==> src/rtl/axi_xbar_pkg.sv <==
// ---------------------------------------------------------------------------
// axi_xbar_pkg
// Shared definitions for the AXI crossbar response-channel arbiters.
//   - RRESP/BRESP encodings
//   - AXI3 burst length limit
//   - R-channel payload struct and arbiter state encoding
// No ports (package).
// ---------------------------------------------------------------------------
package axi_xbar_pkg;

    localparam logic [1:0] RESP_OKAY   = 2'b00;
    localparam logic [1:0] RESP_EXOKAY = 2'b01;
    localparam logic [1:0] RESP_SLVERR = 2'b10;
    localparam logic [1:0] RESP_DECERR = 2'b11;

    // ARLEN is 4 bits in AXI3, so a burst carries at most 16 beats.
    localparam int AXI3_MAX_BEATS = 16;

    localparam int R_ID_W   = 4;
    localparam int R_DATA_W = 32;

    typedef struct packed {
        logic [R_ID_W-1:0]   id;
        logic [R_DATA_W-1:0] data;
        logic [1:0]          resp;
        logic                last;
    } r_chan_t;

    typedef enum logic {
        ARB_IDLE  = 1'b0,
        ARB_BURST = 1'b1
    } arb_state_e;

endpackage

==> src/rtl/rr_prio_sel.sv <==
// ---------------------------------------------------------------------------
// rr_prio_sel
// Combinational round-robin first-one finder. Scans req_i starting at
// ptr_i, wrapping at N (N need not be a power of two), and returns the
// first asserted index.
//   req_i   in  N   request vector
//   ptr_i   in  IW  scan start position (highest priority)
//   idx_o   out IW  first asserted index at or after ptr_i (0 if none)
//   found_o out 1   any request asserted
// ---------------------------------------------------------------------------
module rr_prio_sel #(
    parameter int N  = 4,
    parameter int IW = $clog2(N)
) (
    input  logic [N-1:0]  req_i,
    input  logic [IW-1:0] ptr_i,
    output logic [IW-1:0] idx_o,
    output logic          found_o
);

    // Position k steps after p, wrapped explicitly at N.
    function automatic logic [IW-1:0] slot(logic [IW-1:0] p, int k);
        int s;
        s = int'(p) + k;
        if (s >= N) s = s - N;
        return IW'(s);
    endfunction

    // Scan from the farthest slot back to ptr_i so the nearest hit wins.
    always_comb begin
        idx_o   = '0;
        found_o = 1'b0;
        for (int k = N - 1; k >= 0; k--) begin
            if (req_i[slot(ptr_i, k)]) begin
                idx_o   = slot(ptr_i, k);
                found_o = 1'b1;
            end
        end
    end

endmodule

==> src/rtl/axi_r_arbiter.sv <==
// ---------------------------------------------------------------------------
// axi_r_arbiter
// Shares one master-side AXI R channel among NUM_SLV slave R channels.
// Round-robin at burst granularity: the grant locks from the first beat
// (or first stalled presentation) until the RLAST handshake. Datapath is
// a zero-latency combinational mux; arbitration state is registered.
// Flags bursts longer than MAX_BEATS with a sticky error.
//   aclk, aresetn           clock, async active-low reset
//   s_rvalid/s_rready       per-slave handshake
//   s_rid/s_rdata/s_rresp   packed per-slave payload, slave i at [i*W +: W]
//   s_rlast                 per-slave RLAST
//   m_r*                    master-side R channel
//   m_rsrc                  index of the slave driving the master side
//   busy                    a burst is locked
//   err_overrun             sticky burst-length violation
// ---------------------------------------------------------------------------
module axi_r_arbiter
    import axi_xbar_pkg::*;
#(
    parameter int NUM_SLV    = 4,
    parameter int AXI_ID_W   = 4,
    parameter int AXI_DATA_W = 32,
    parameter int MAX_BEATS  = AXI3_MAX_BEATS
) (
    input  logic                           aclk,
    input  logic                           aresetn,
    input  logic [NUM_SLV-1:0]             s_rvalid,
    output logic [NUM_SLV-1:0]             s_rready,
    input  logic [NUM_SLV*AXI_ID_W-1:0]    s_rid,
    input  logic [NUM_SLV*AXI_DATA_W-1:0]  s_rdata,
    input  logic [NUM_SLV*2-1:0]           s_rresp,
    input  logic [NUM_SLV-1:0]             s_rlast,
    output logic                           m_rvalid,
    input  logic                           m_rready,
    output logic [AXI_ID_W-1:0]            m_rid,
    output logic [AXI_DATA_W-1:0]          m_rdata,
    output logic [1:0]                     m_rresp,
    output logic                           m_rlast,
    output logic [$clog2(NUM_SLV)-1:0]     m_rsrc,
    output logic                           busy,
    output logic                           err_overrun
);

    localparam int IW = $clog2(NUM_SLV);
    localparam int CW = $clog2(MAX_BEATS + 1);

    arb_state_e      state_q, state_d;
    logic [IW-1:0]   rr_ptr_q, rr_ptr_d;
    logic [IW-1:0]   lock_idx_q, lock_idx_d;
    logic [CW-1:0]   beat_cnt_q, beat_cnt_d;
    logic            err_q, err_d;

    logic [IW-1:0]   win_idx;
    logic            win_found;
    logic [IW-1:0]   sel;
    logic            arb_vld;
    logic            hs;

    function automatic logic [IW-1:0] ptr_inc(logic [IW-1:0] p);
        if (p == IW'(NUM_SLV - 1)) return '0;
        return p + 1'b1;
    endfunction

    rr_prio_sel #(
        .N  (NUM_SLV),
        .IW (IW)
    ) u_rr_sel (
        .req_i   (s_rvalid),
        .ptr_i   (rr_ptr_q),
        .idx_o   (win_idx),
        .found_o (win_found)
    );

    // State register
    always_ff @(posedge aclk or negedge aresetn) begin
        if (!aresetn) begin
            state_q    <= ARB_IDLE;
            rr_ptr_q   <= '0;
            lock_idx_q <= '0;
            beat_cnt_q <= '0;
            err_q      <= 1'b0;
        end else begin
            state_q    <= state_d;
            rr_ptr_q   <= rr_ptr_d;
            lock_idx_q <= lock_idx_d;
            beat_cnt_q <= beat_cnt_d;
            err_q      <= err_d;
        end
    end

    // Next-state logic
    always_comb begin
        state_d    = state_q;
        rr_ptr_d   = rr_ptr_q;
        lock_idx_d = lock_idx_q;
        beat_cnt_d = beat_cnt_q;
        err_d      = err_q;
        hs         = m_rvalid & m_rready;

        // A non-last handshake on the MAX_BEATS-th beat means the burst overran.
        if (hs && !m_rlast && beat_cnt_q == CW'(MAX_BEATS - 1))
            err_d = 1'b1;

        case (state_q)
            ARB_IDLE: begin
                if (win_found) begin
                    if (hs && m_rlast) begin
                        rr_ptr_d   = ptr_inc(win_idx);
                        beat_cnt_d = '0;
                    end else begin
                        // Lock even on a stalled first beat so the grant
                        // cannot move while the master holds off.
                        state_d    = ARB_BURST;
                        lock_idx_d = win_idx;
                        beat_cnt_d = hs ? CW'(1) : '0;
                    end
                end
            end
            ARB_BURST: begin
                if (hs) begin
                    if (m_rlast) begin
                        state_d    = ARB_IDLE;
                        rr_ptr_d   = ptr_inc(lock_idx_q);
                        beat_cnt_d = '0;
                    end else if (beat_cnt_q != CW'(MAX_BEATS)) begin
                        beat_cnt_d = beat_cnt_q + 1'b1;
                    end
                end
            end
            default: state_d = ARB_IDLE;
        endcase
    end

    // Output logic: grant select and combinational datapath mux
    always_comb begin
        sel      = (state_q == ARB_BURST) ? lock_idx_q : win_idx;
        arb_vld  = (state_q == ARB_BURST) | win_found;
        m_rvalid = 1'b0;
        m_rid    = '0;
        m_rdata  = '0;
        m_rresp  = '0;
        m_rlast  = 1'b0;
        s_rready = '0;
        for (int i = 0; i < NUM_SLV; i++) begin
            if (IW'(i) == sel) begin
                m_rvalid    = s_rvalid[i];
                m_rid       = s_rid[i*AXI_ID_W +: AXI_ID_W];
                m_rdata     = s_rdata[i*AXI_DATA_W +: AXI_DATA_W];
                m_rresp     = s_rresp[i*2 +: 2];
                m_rlast     = s_rlast[i];
                s_rready[i] = m_rready & arb_vld;
            end
        end
    end

    assign m_rsrc      = sel;
    assign busy        = (state_q == ARB_BURST);
    assign err_overrun = err_q;

endmodule

==> config.mk <==
export PLATFORM = sky130hd
export DESIGN_NAME = axi_r_arbiter
export DESIGN_NICKNAME = d
export VERILOG_FILES = /design/src/rtl/axi_xbar_pkg.sv /design/src/rtl/rr_prio_sel.sv /design/src/rtl/axi_r_arbiter.sv
export SDC_FILE = /design/constraint.sdc
export NUM_CORES = 1
export LEC_CHECK = 0
export ABC_AREA = 1
export CORE_MARGIN = 5
export CORE_UTILIZATION = 23
export DETAILED_ROUTE_END_ITERATION = 8
export PLACE_DENSITY = 0.64
export SLEW_MARGIN = 20
export SYNTH_ARGS = -nofsm -noshare
export SYNTH_HDL_FRONTEND = slang
export SYNTH_SLANG_ARGS = --single-unit
==> constraint.sdc <==
create_clock -name aclk -period 2.9 [get_ports aclk]
set_input_delay 0.58 -clock aclk [delete_from_list [all_inputs] [get_ports aclk]]
set_output_delay 0.58 -clock aclk [all_outputs]
set_load 0.01 [all_outputs]
---- Word level (Yosys, flattened, before mapping) ----
Index checks and enable logic that the tools add are counted.
storage, ports and cells
  output and inout port bits .............. 48
  flip-flop bits (word level) ............. 11
  input port bits ......................... 163
  word-level logic and storage cells ...... 122
operators by class
  magnitude comparators ................... 8
  bitwise gates (word level) .............. 5
  eq/ne operators ......................... 12
  add/sub/neg operators ................... 10
  reductions and logical operators ........ 8
  multiplexer cells ....................... 74
operator list
  operator                                                                             count
  32-bit two-way mux                                                                   4
  2-bit two-way mux                                                                    21
  1-bit two-way mux                                                                    34
  5-bit two-way mux                                                                    4
  4-bit two-way mux                                                                    4
  2-bit by 3-bit less-than comparator with 1-bit output, second input constant         4
  5-bit case mux with 2 select lines                                                   1
  3-bit greater-or-equal comparator, second input constant                             3
  1-bit binary-select mux with 2-bit select                                            4
  2-bit by 1-bit subtractor with 2-bit output, second input constant                   4
  2-bit by 2-bit adder with 3-bit output, second input constant                        2
  2-bit != test, second input constant                                                 3
  3-bit AND reduction                                                                  2
  5-bit by 1-bit adder with 5-bit output, second input constant                        1
  5-bit by 4-bit == test with 1-bit output, second input constant                      1
  5-bit != test, second input constant                                                 1
  2-bit by 1-bit adder with 2-bit output, second input constant                        2
  2-bit == test, first input constant                                                  2
  2-bit == test, second input constant                                                 2
  2-bit case mux with 2 select lines                                                   1
  4-bit AND reduction                                                                  1
  2-bit by 1-bit adder with 3-bit output, second input constant                        1
  2-bit by 3-bit greater-or-equal comparator with 1-bit output, second input constant  1
  1-bit logical AND                                                                    3
  other kinds (9)                                                                      11

---- Depth between registers and ports, before layout ----
Gate-level depths: netlist (run 1).
  depth in word-level cells ............... 24
  depth in mapped cells ................... 19
  gate-level depth less buffers ........... 19

---- By module ----
A second synthesis (run 1) with hierarchy kept.
second synthesis, totals
  cells, all modules ...................... 368
  area, all modules ....................... 1964.4 µm²
modules (own cells, without submodules)
  module         seq. area each (µm²)  cells an instance  times used  area each (µm²)
  axi_r_arbiter  275.3                 324                1           1749.2
  rr_prio_sel    0.0                   44                 1           215.2

---- Worst setup path after synthesis (run 1) ----
No wires, ideal clock.
  path type ............................... input -> output
  from .................................... input s_rvalid[3]
  to ...................................... output m_rdata[13]
  cell stages on the path ................. 15
  arrival time ............................ 2.014 ns
  slack ................................... 0.306 ns
  required time ........................... 2.320 ns
  cell sequence ........................... inv_1 -> o21ai_2 -> nand2_2 -> nand3_2 -> nand2_1 -> nand2_2 -> nand3_2 -> nand2_4 -> buf_6 -> nand2_1 -> inv_1 -> buf_2 -> buf_2 -> nand2_1 -> nand4_1
on the way
  longest elaborated chain between the ends .. 12
ends and longest elaborated chain
  what                                       RTL line              text
  start, declared                            axi_r_arbiter.sv:27   input logic [NUM_SLV-1:0] s_rvalid,
  1-bit binary-select mux with 2-bit select  rr_prio_sel.sv:34     if (req_i[slot(ptr_i, k)]) begin
  1-bit two-way mux (not written as such)    rr_prio_sel.sv:34
  2-bit two-way mux (3 in a row)             rr_prio_sel.sv:34
  2-bit two-way mux (*)                      rr_prio_sel.sv:34
  2-bit two-way mux (*)                      axi_r_arbiter.sv:136  sel = (state_q == ARB_BURST) ? lock_idx_q : win_idx;
  2-bit logical NOT                          axi_r_arbiter.sv:145  if (IW'(i) == sel) begin
  32-bit two-way mux (3 in a row)            axi_r_arbiter.sv:145
  32-bit two-way mux (*)                     axi_r_arbiter.sv:145
  end, declared                              axi_r_arbiter.sv:36   output logic [AXI_DATA_W-1:0] m_rdata,
Every way passes the cells marked *; elsewhere a longest branch is shown, timed or not. The select of a mux whose other input is x is not followed.

---- Worst setup path in the final report (run 1) ----
  from .................................... input s_rvalid[2]
  to ...................................... output m_rdata[2]
Same word-level chain as after synthesis.

==> results of run 1 <==
-- metrics by stage --
step | TNS [ps] | power (mW) | setup WS [ps] | area [µm²]
final | -8.053 | 5.259 | -8.053 | 5107
after global routing | -4021 | 5.657 | -130.1 | 5107
after CTS | -19.49 | 5.123 | -14.36 | 4952
after detailed placement | -32530 | 4.505 | -744.9 | 4592
after global placement | -29130 | 4.487 | -674.4 | 4592
after floorplan | 0 | 2.205 | 306.2 | 2031
-- timing repair --
action | 4_1_cts | 5_1_grt
gates cloned | 8 | 2
pin swaps | 18 | 48
setup buffers | 16 | 2
setup endpoints to repair | 46 | 45
resized for setup | 213 | 78
-- per-layer routing --
metal  global-route usage  vias up  part of all wire
li1                     -     1764                 -
met1               0.2581     1684              0.40
met2               0.3989      171              0.52
met3              0.04221       17             0.067
met4              0.04718        0             0.016
met5                    0        -                 0
-- Yosys cell counts (3+ instances only) --
library cell | instances | area share
dfrtp_1 | 11 | 0.14
ha_1 | 3 | 0.018
nand2_1 | 171 | 0.32
nand2_4 | 4 | 0.022
buf_2 | 10 | 0.025
o21ai_0 | 5 | 0.012
nand4_1 | 40 | 0.12
nor3_1 | 7 | 0.017
nand3_1 | 48 | 0.12
o21ai_1 | 3 | 0.0074
nand3_2 | 9 | 0.044
inv_1 | 19 | 0.035
nand2_2 | 6 | 0.018
nor2_1 | 9 | 0.017
clkbuf_1 | 9 | 0.017
-- logic make-up (layout without fill, tap and decap cells) --
kind of cell / after synthesis / after routing / synth area share
and+or+nand+nor: 300 / 300 / 0.7030
AOI/OAI and AO/OA: 12 / 12 / 0.03450
xor gates and xnor gates: 2 / 2 / 0.008628
adders and majority gates: 3 / 3 / 0.01849
DFF: 11 / 11 / 0.1355
buffers and inverters: 45 / 302 / 0.09982
-- worst paths after layout --
| check | start | endpoint | slack, ps | cells after the start |
|---|---|---|---|---|
| max | s_rvalid[2] | m_rdata[2] | -8 | 16 |
| max reg2reg | rr_ptr_q[0] | beat_cnt_q[0] | 370 | 19 |
| min | beat_cnt_q[4] | beat_cnt_q[4] | 480 | 2 |
| max in group asynchronous | aresetn | rr_ptr_q[0] | 1800 | 1 |
| min reg2reg | beat_cnt_q[4] | beat_cnt_q[4] | 480 | 2 |
| min in group asynchronous | aresetn | beat_cnt_q[1] | 700 | 1 |
-- final cells by class --
| type | count | area [µm²] |
|---|---|---|
| Fill cell | 800 | 3571 |
| Timing Repair Buffer | 275 | 2715 |
| Multi-Input combinational cell | 317 | 1842 |
| Sequential cell | 11 | 276.5 |
| Tap cell | 108 | 135.1 |
| Inverter | 23 | 93.84 |
| Clock buffer | 4 | 45.04 |
-- power breakdown --
part	switching [mW]	internal, mW
clock	0.0610	0.0968
sequential	0.0606	0.202
combinational	2.48	2.36
-- state kept, by name, summed over array words and instances, names as in the netlist --
register     cells
rr_ptr_q         2
busy             1
beat_cnt_q       5
lock_idx_q       2
err_overrun      1
-- worst max-delay path: stages --
cell and delay [ps]:
clkdlybuf4s15_2 200, inv_2 60, nand2_2 80, nand3_2 110, nand2_2 90, nand3_2 90
nand2_2 80, nand2_2 70, nand3_4 120, nand2_8 90, nor2_4 170, buf_6 150
buf_12 130, nand2_1 70, nand4_1 100, buf_2 150
==> flow_summary.yaml, run 1 <==
clock_tree:
  clockBufferDepth: 2
  worstSkewPairLatency_ps: 240
  cts_hold_buf: 0
  cts_tree: "built"
  clock_sinks: 11
  cts-buffers-inserted: 3
  cts.htree.levels: 1
  clkTransAtPathRegs_ps: 50
  root_buffer: "clkbuf_8"
floorplanning:
  initial_core_util: 0.2340
  rows: 34
  io_pins: 211
  core_area_mm2: 0.008678
  die_x_um: 104.0
  die_y_um: 104.0
  dieArea_mm2: 0.01081
synthesis:
  ys_seq_area_frac: 0.1356
  ys_seq_elements: 11
  async_reset_ff_frac: 1.000
  synth-edff-count: 0
  synth_flop_cell: "dfrtp_1"
  syn_inst: 373
  netlist_area_mm2: 0.002031
  ys_types: 29
  avgSynthCellArea_um2: 5.444
  yosysWarnings: 0
  synth_nets: 539
worst_setup_path:
  critPathCaptureType: "output port"
  cp_max_fo: 6
  start_kind: "input pin"
  crit_type: "input pin to output port"
  worstPathRequired_ps: 2320
  arrival_ps: 2330
timing:
  fmax_mhz: 343.9
  fin_crit_sh: 1.003
  final-hold-violation-count: 0
  finalMaxSlewViolations: 0
  period_minus_slack_ps: 2908
  setup_ws_ps: -8.053
  hold_slack_ps: 481.9
  relSlewSlack: 0.6222
  clock-skew-final_ps: 2.748
  worst_pin_slew_ps: 564.9
  setup_viol: 1
  rsz0062_at_grt: "yes"
global_route:
  gr-usage-all-layers: 0.2168
  antenna_found_initial: 0
  grt_pass1_wl_um: 19270
  grt_pass1_vias: 3618
  grt_max_degree: 18
  overflow: 0
route:
  avgRoutedWirePerCell_um: 17.36
  via_per_inst: 4.927
  route.detailed.drc: 0
  drt_wl_total_um: 12820
  vias: 3636
  postRouteAntennaNets: 0
  first_pass_iters: 4
  drt_iter0_markers: 234
pwr:
  irDropWorstVdd_uv: 425.4
  leakage_nw: 2.283
  powerDensity_mw_per_mm2: 1030
place:
  port_buffers: 210
  dp.cells: 710
  dp_hpwl_um: 9227
  gp_congestion: 0.8964
final_layout:
  insertedDiodeCount: 0
  instances_no_fill: 738
  nets: 797
  drive_gt1_frac: 0.3333
  final_cell_mix: "clkdlybuf4s50_1 (160), nand2_1 (136), nand4_1 (40)"
  final_util: 0.5885
  layout_commonest_cell: "clkdlybuf4s50_1"
  synthToLayoutAreaGrowth_pct: 151.5
job:
  max_cap_violations: 0
hold_path:
  min_path_type: "register to register"
outcome:
  violations: "negative setup slack"
  status: "finished with violations"
Note: power is estimated with default switching activity, not from simulation.
==> inputs of run 2 (changes only) <==
- CORE_ASPECT_RATIO: not set -> 1.1
- PLACE_DENSITY: 0.64 -> 0.66
- clock period: 2.9 -> 2.3 ns (I/O delays scaled with it)
==> run 2 against run 1 <==
  * The flow still finishes with violations (negative setup slack)
  * Routed wire length is 5.6% higher
  * Sequential share of layout area decreased by 0.25 points
  * Final cell count grew 1.5%
  * Power rose by 36%
  * Via count up 2.6%
  * Worst hold slack worse by 26 ps
  * Largest cell class unchanged
  * Setup slack worse by 510 ps
  * Die area about the same
  * Critical path type is now register to output port
  * First-iteration DRC count down 16%
  * Clock skew shrank 0.71 ps
  * Core utilization is 2.4 points higher
==> flow_summary.yaml, run 2 (same netlist as run 1, synthesis figures left out) <==
timing:
  fin_crit_sh: 1.224
  worst_pin_slew_ps: 527.9
  rsz0062_at_grt: "yes"
  finalMaxSlewViolations: 0
  setup_viol: 57
  period_minus_slack_ps: 2815
  fmax_mhz: 355.3
  relSlewSlack: 0.6470
  clock-skew-final_ps: 2.034
  setup_ws_ps: -514.9
  hold_slack_ps: 456.2
  final-hold-violation-count: 0
pwr:
  clockPowerShare: 0.028
  powerDensity_mw_per_mm2: 1334
  leakage_nw: 2.383
  switching_share: 0.4975
  irDropWorstVdd_uv: 884.5
  p_comb_frac: 0.925
  power.internal_mw: 3.592
  switching_power_mw: 3.556
  seqPwrFrac: 0.047
route:
  avgRoutedWirePerCell_um: 18.07
  first_pass_iters: 6
  drt_wl_total_um: 13540
  drt_iter0_markers: 196
  route.detailed.drc: 0
  via_per_inst: 4.980
  postRouteAntennaNets: 0
  vias: 3730
final_layout:
  final_cell_mix: "clkdlybuf4s50_1 (160), nand2_1 (111), nand2_2 (46)"
  largest-register: "beat_cnt_q"
  drive_gt1_frac: 0.3685
  nets: 802
  layout_commonest_cell: "clkdlybuf4s50_1"
  insertedDiodeCount: 0
  largestRegisters: "beat_cnt_q: 5 flops, lock_idx_q: 2 flops, rr_ptr_q: 2 flops"
  final_util: 0.6130
  largest_register_ffs: 5
  synthToLayoutAreaGrowth_pct: 163.8
outcome:
  violations: "negative setup slack"
  status: "finished with violations"
job:
  max_cap_violations: 0
worst_setup_path:
  worstPathRequired_ps: 1840
  critPathCaptureType: "output port"
  arrival_ps: 2350
  crit_type: "register to output port"
  cp_max_fo: 8
  start_kind: "register"
floorplanning:
  die_x_um: 99.59
  rows: 36
  initial_core_util: 0.2324
  core_area_mm2: 0.008738
  die_y_um: 108.6
  dieArea_mm2: 0.01081
  io_pins: 211
clock_tree:
  root_buffer: "clkbuf_8"
  cts.htree.levels: 1
  worstSkewPairLatency_ps: 240
  clock_sinks: 11
  cts_hold_buf: 0
  cts-buffers-inserted: 3
  clockBufferDepth: 2
  clkTransAtPathRegs_ps: 50
  cts_tree: "built"
global_route:
  overflow: 0
  grt_max_degree: 22
  antenna_found_initial: 0
  grt_pass1_vias: 3852
  grt_pass1_wl_um: 20470
  gr-usage-all-layers: 0.2367
place:
  port_buffers: 210
  gp_congestion: 0.9690
  dp_hpwl_um: 9727
  post-place-ws_ps: -1078
hold_path:
  min_path_type: "register to register"
-- run 2: changes by cell type in the layout (fill, tap and decap cells not counted), moves of 6 or more --
cell	previous run	this run
nand2_4	8	23
buf_6	13	21
buf_8	1	7
nand3_2	25	6
nand3_4	2	8
nand2_1	136	111
nand2_2	36	46
buf_12	13	7
nand3_1	30	43
-- run 2: stage by stage --
stage	area (µm²)	setup TNS [ps]	cells	power, mW
detailed placement	4531	-54280	715	5.484
finish	5356	-23030	749	7.148
global route	5356	-32020	749	7.688
floorplan	2098	-52.90	373	2.926
CTS	5052	-20680	743	6.636
global placement	4531	-50310	715	5.433
-- run 2: critical path: stages (launching register included) --
cell,delay [ps]
dfrtp_2,490
inv_4,120
nand2_2,60
nand2_2,110
nand2_2,70
nand2_2,60
inv_2,30
nand2_2,70
nand3_4,80
nand3_4,80
nand2_4,80
buf_6,130
nor2_4,140
buf_6,150
buf_12,140
nand2_2,40
nand4_1,70
buf_2,150
-- run 2: power groups by stage --
stage	Sequential [mW]	Clock, mW	Combinational, mW
floorplan	0.305	0	2.62
global placement	0.316	0	5.12
detailed placement	0.322	0	5.16
CTS	0.325	0.205	6.11
global route	0.339	0.214	7.14
finish	0.334	0.199	6.62
-- run 2: metal layers --
metal | routed length (µm) | up-vias | global-route usage | share of wire
li1 | - | 1776 | - | -
met1 | 5036 | 1747 | 0.2685 | 0.37
met2 | 7069 | 174 | 0.4463 | 0.52
met3 | 975 | 33 | 0.03871 | 0.072
met4 | 454 | 0 | 0.07805 | 0.034
met5 | 0 | - | 0 | 0
-- run 2: cell type report --
class | instances | area, µm²
well taps | 114 | 142.6
inverters | 23 | 101.3
repair buffers | 280 | 2770
flip-flops and latches | 11 | 276.5
fillers | 782 | 3382
multi-input cells | 317 | 2021
clock buffers | 4 | 45.04
-- run 2: path summary, 6_finish.rpt --
check | startpoint | end | slack [ps] | depth (start not counted)
min | err_overrun | err_overrun | 460 | 1
max | rr_ptr_q[0] | m_rdata[2] | -510 | 17
max in group asynchronous | aresetn | rr_ptr_q[0] | 1360 | 1
min reg2reg | err_overrun | err_overrun | 460 | 1
min in group asynchronous | aresetn | busy | 570 | 1
max reg2reg | rr_ptr_q[0] | beat_cnt_q[0] | -270 | 22
-- run 2: repair_timing --
item | in CTS | in global routing
cloned | 8 | 0
pin swaps | 37 | 43
buffers inserted | 17 | 9
endpoints found under the hold margin | 0 | 0
endpoints found under the setup margin | 57 | 57
resized for setup | 294 | 79
==> inputs of run 3 (changes only) <==
- CORE_UTILIZATION: 23 -> 27
- PLACE_DENSITY: 0.66 -> 0.76
==> run 3 against run 2 <==
  * The flow still finishes with violations (negative setup slack)
  * Count of clock-buffer cells in the layout stayed put
  * Core utilization increased by 8.9 points
  * Maximum frequency decreased by 5.1%
  * Sequential share of layout area increased by 0.17 points
  * Power is 4.8% lower
  * Combinational power fell by 5.3%
  * First-iteration DRC count shrank 41%
  * Highest routed layer is now met5
==> flow_summary.yaml, run 3 (same netlist as run 1, synthesis figures left out) <==
pwr:
  power.total_mw: 6.807
  powerDensity_mw_per_mm2: 1313
  leakage_nw: 2.344
  irDropWorstVdd_uv: 900.4
clock_tree:
  root_buffer: "clkbuf_8"
  cts-buffers-inserted: 3
  cts.htree.levels: 1
  cts_tree: "built"
  clockBufferDepth: 2
  clkTransAtPathRegs_ps: 50
  worstSkewPairLatency_ps: 250
  clock_sinks: 11
  cts_hold_buf: 0
job:
  max_cap_violations: 0
route:
  drt_wl_total_um: 13250
  vias: 3724
  via_per_inst: 5.101
  avgRoutedWirePerCell_um: 18.15
  drt_iter0_markers: 115
  first_pass_iters: 4
  route.detailed.drc: 0
  postRouteAntennaNets: 0
place:
  post-place-ws_ps: -1047
  dp.cells: 687
  port_buffers: 210
  placedInstanceArea_mm2: 0.004514
  dp_hpwl_um: 9310
  gp_congestion: 0.9431
floorplanning:
  initial_core_util: 0.2748
  io_pins: 211
  rows: 33
  dieArea_mm2: 0.009358
  die_x_um: 92.69
  die_y_um: 101.0
  core_area_mm2: 0.007391
timing:
  setup_viol: 57
  clock-skew-final_ps: 1.692
  worst_pin_slew_ps: 539.1
  rsz0062_at_grt: "yes"
  final-hold-violation-count: 0
  period_minus_slack_ps: 2965
  relSlewSlack: 0.6394
  fin_crit_sh: 1.289
  setup_ws_ps: -665.2
  fmax_mhz: 337.2
  finalMaxSlewViolations: 0
global_route:
  grt_pass1_vias: 3705
  antenna_found_initial: 4
  gr-usage-all-layers: 0.2547
  grt_max_degree: 39
  grt_pass1_wl_um: 19040
  overflow: 0
worst_setup_path:
  start_kind: "register"
  cp_max_fo: 6
  ff2ff_setup_slack_ps: -380
  arrival_ps: 2510
  crit_type: "register to output port"
  timing.rr.start: "rr_ptr_q[0]"
  critPathLaunch: "rr_ptr_q[0]"
  worstPathRequired_ps: 1840
  critPathCaptureType: "output port"
outcome:
  status: "finished with violations"
  violations: "negative setup slack"
final_layout:
  ff_latch_area_um2: 276.5
  design_area_mm2: 0.005185
  largest-register: "beat_cnt_q"
  insertedDiodeCount: 0
  final_cell_mix: "clkdlybuf4s50_1 (160), nand2_1 (129), nand3_1 (45)"
  largestRegisters: "beat_cnt_q: 5 flops, lock_idx_q: 2 flops, rr_ptr_q: 2 flops"
  synthToLayoutAreaGrowth_pct: 155.3
  n_fill_cell: 589
  drive_gt1_frac: 0.3344
  multi_input_area_mm2: 0.001800
  layout_commonest_cell: "clkdlybuf4s50_1"
  largest_register_ffs: 5
  instances_no_fill: 730
  nets: 810
hold_path:
  hold_start: "err_overrun"
  min_path_type: "register to register"
-- run 3: changes by cell type in the layout (fill, tap and decap cells not counted), moves of 4 or more --
cell	previous run	this run
nand2_1	111	129
nand2_4	23	11
buf_4	35	40
clkbuf_16	0	5
nand2_2	46	41
nand3_4	8	3
buf_8	7	3
-- run 3: repair_timing --
item	CTS	global route
gates cloned	7	4
buffers inserted	24	6
pin swaps	35	19
setup endpoints to repair	57	57
gates resized for setup	275	33
-- run 3: power breakdown --
part | internal [mW] | total (mW) | switching, mW
sequential | 0.255 | 0.326 | 0.0711
combinational | 3.11 | 6.27 | 3.16
clock | 0.123 | 0.208 | 0.0853
-- run 3: cell type report --
| class | count | share of cell area |
|---|---|---|
| clock buffer | 4 | 0.008687 |
| inverter | 23 | 0.02051 |
| multi-input combinational | 317 | 0.3472 |
| sequential | 11 | 0.05333 |
| tap | 87 | 0.02099 |
| timing repair buffer | 288 | 0.5492 |
-- run 3: critical path, stage by stage, from the launching register on --
cell and delay, ps:
dfrtp_2 470, buf_12 170, o21ai_4 190, nand2_2 100, nand3_4 80, nand3_2 110
nand3_4 120, nand2_4 70, buf_6 120, nor2_4 160, buf_6 140, buf_6 130
buf_16 130, nand2_4 40, nand4_1 70, buf_2 140
-- run 3: layer usage --
metal / vias to the layer above / wire (µm) / global-route usage
li1: 1794 / - / -
met5: - / 40 / 0
met4: 8 / 347 / 0.06764
met2: 169 / 6870 / 0.4821
met1: 1714 / 4678 / 0.2751
met3: 39 / 1310 / 0.07468
-- run 3: final timing paths --
| kind | endpoint | cells past startpoint |
|---|---|---|
| worst max-delay path | m_rdata[24] | 15 |
| worst min-delay path | err_overrun | 1 |
| worst max register to register | beat_cnt_q[3] | 20 |
| worst min register to register | err_overrun | 1 |
| max in group asynchronous | rr_ptr_q[0] | 1 |
| min in group asynchronous | err_overrun | 1 |
-- run 3: stage by stage --
step | util | hold WS, ps | TNS (ps)
4_1_cts | 0.6709 | 472.3 | -25310
3_3_place_gp | 0.6108 | 449.0 | -51620
2_1_floorplan | - | 164.4 | -52.90
5_1_grt | 0.7015 | 494.4 | -38210
3_5_place_dp | 0.6108 | 452.0 | -52510
6_report | 0.7015 | 461.4 | -28790
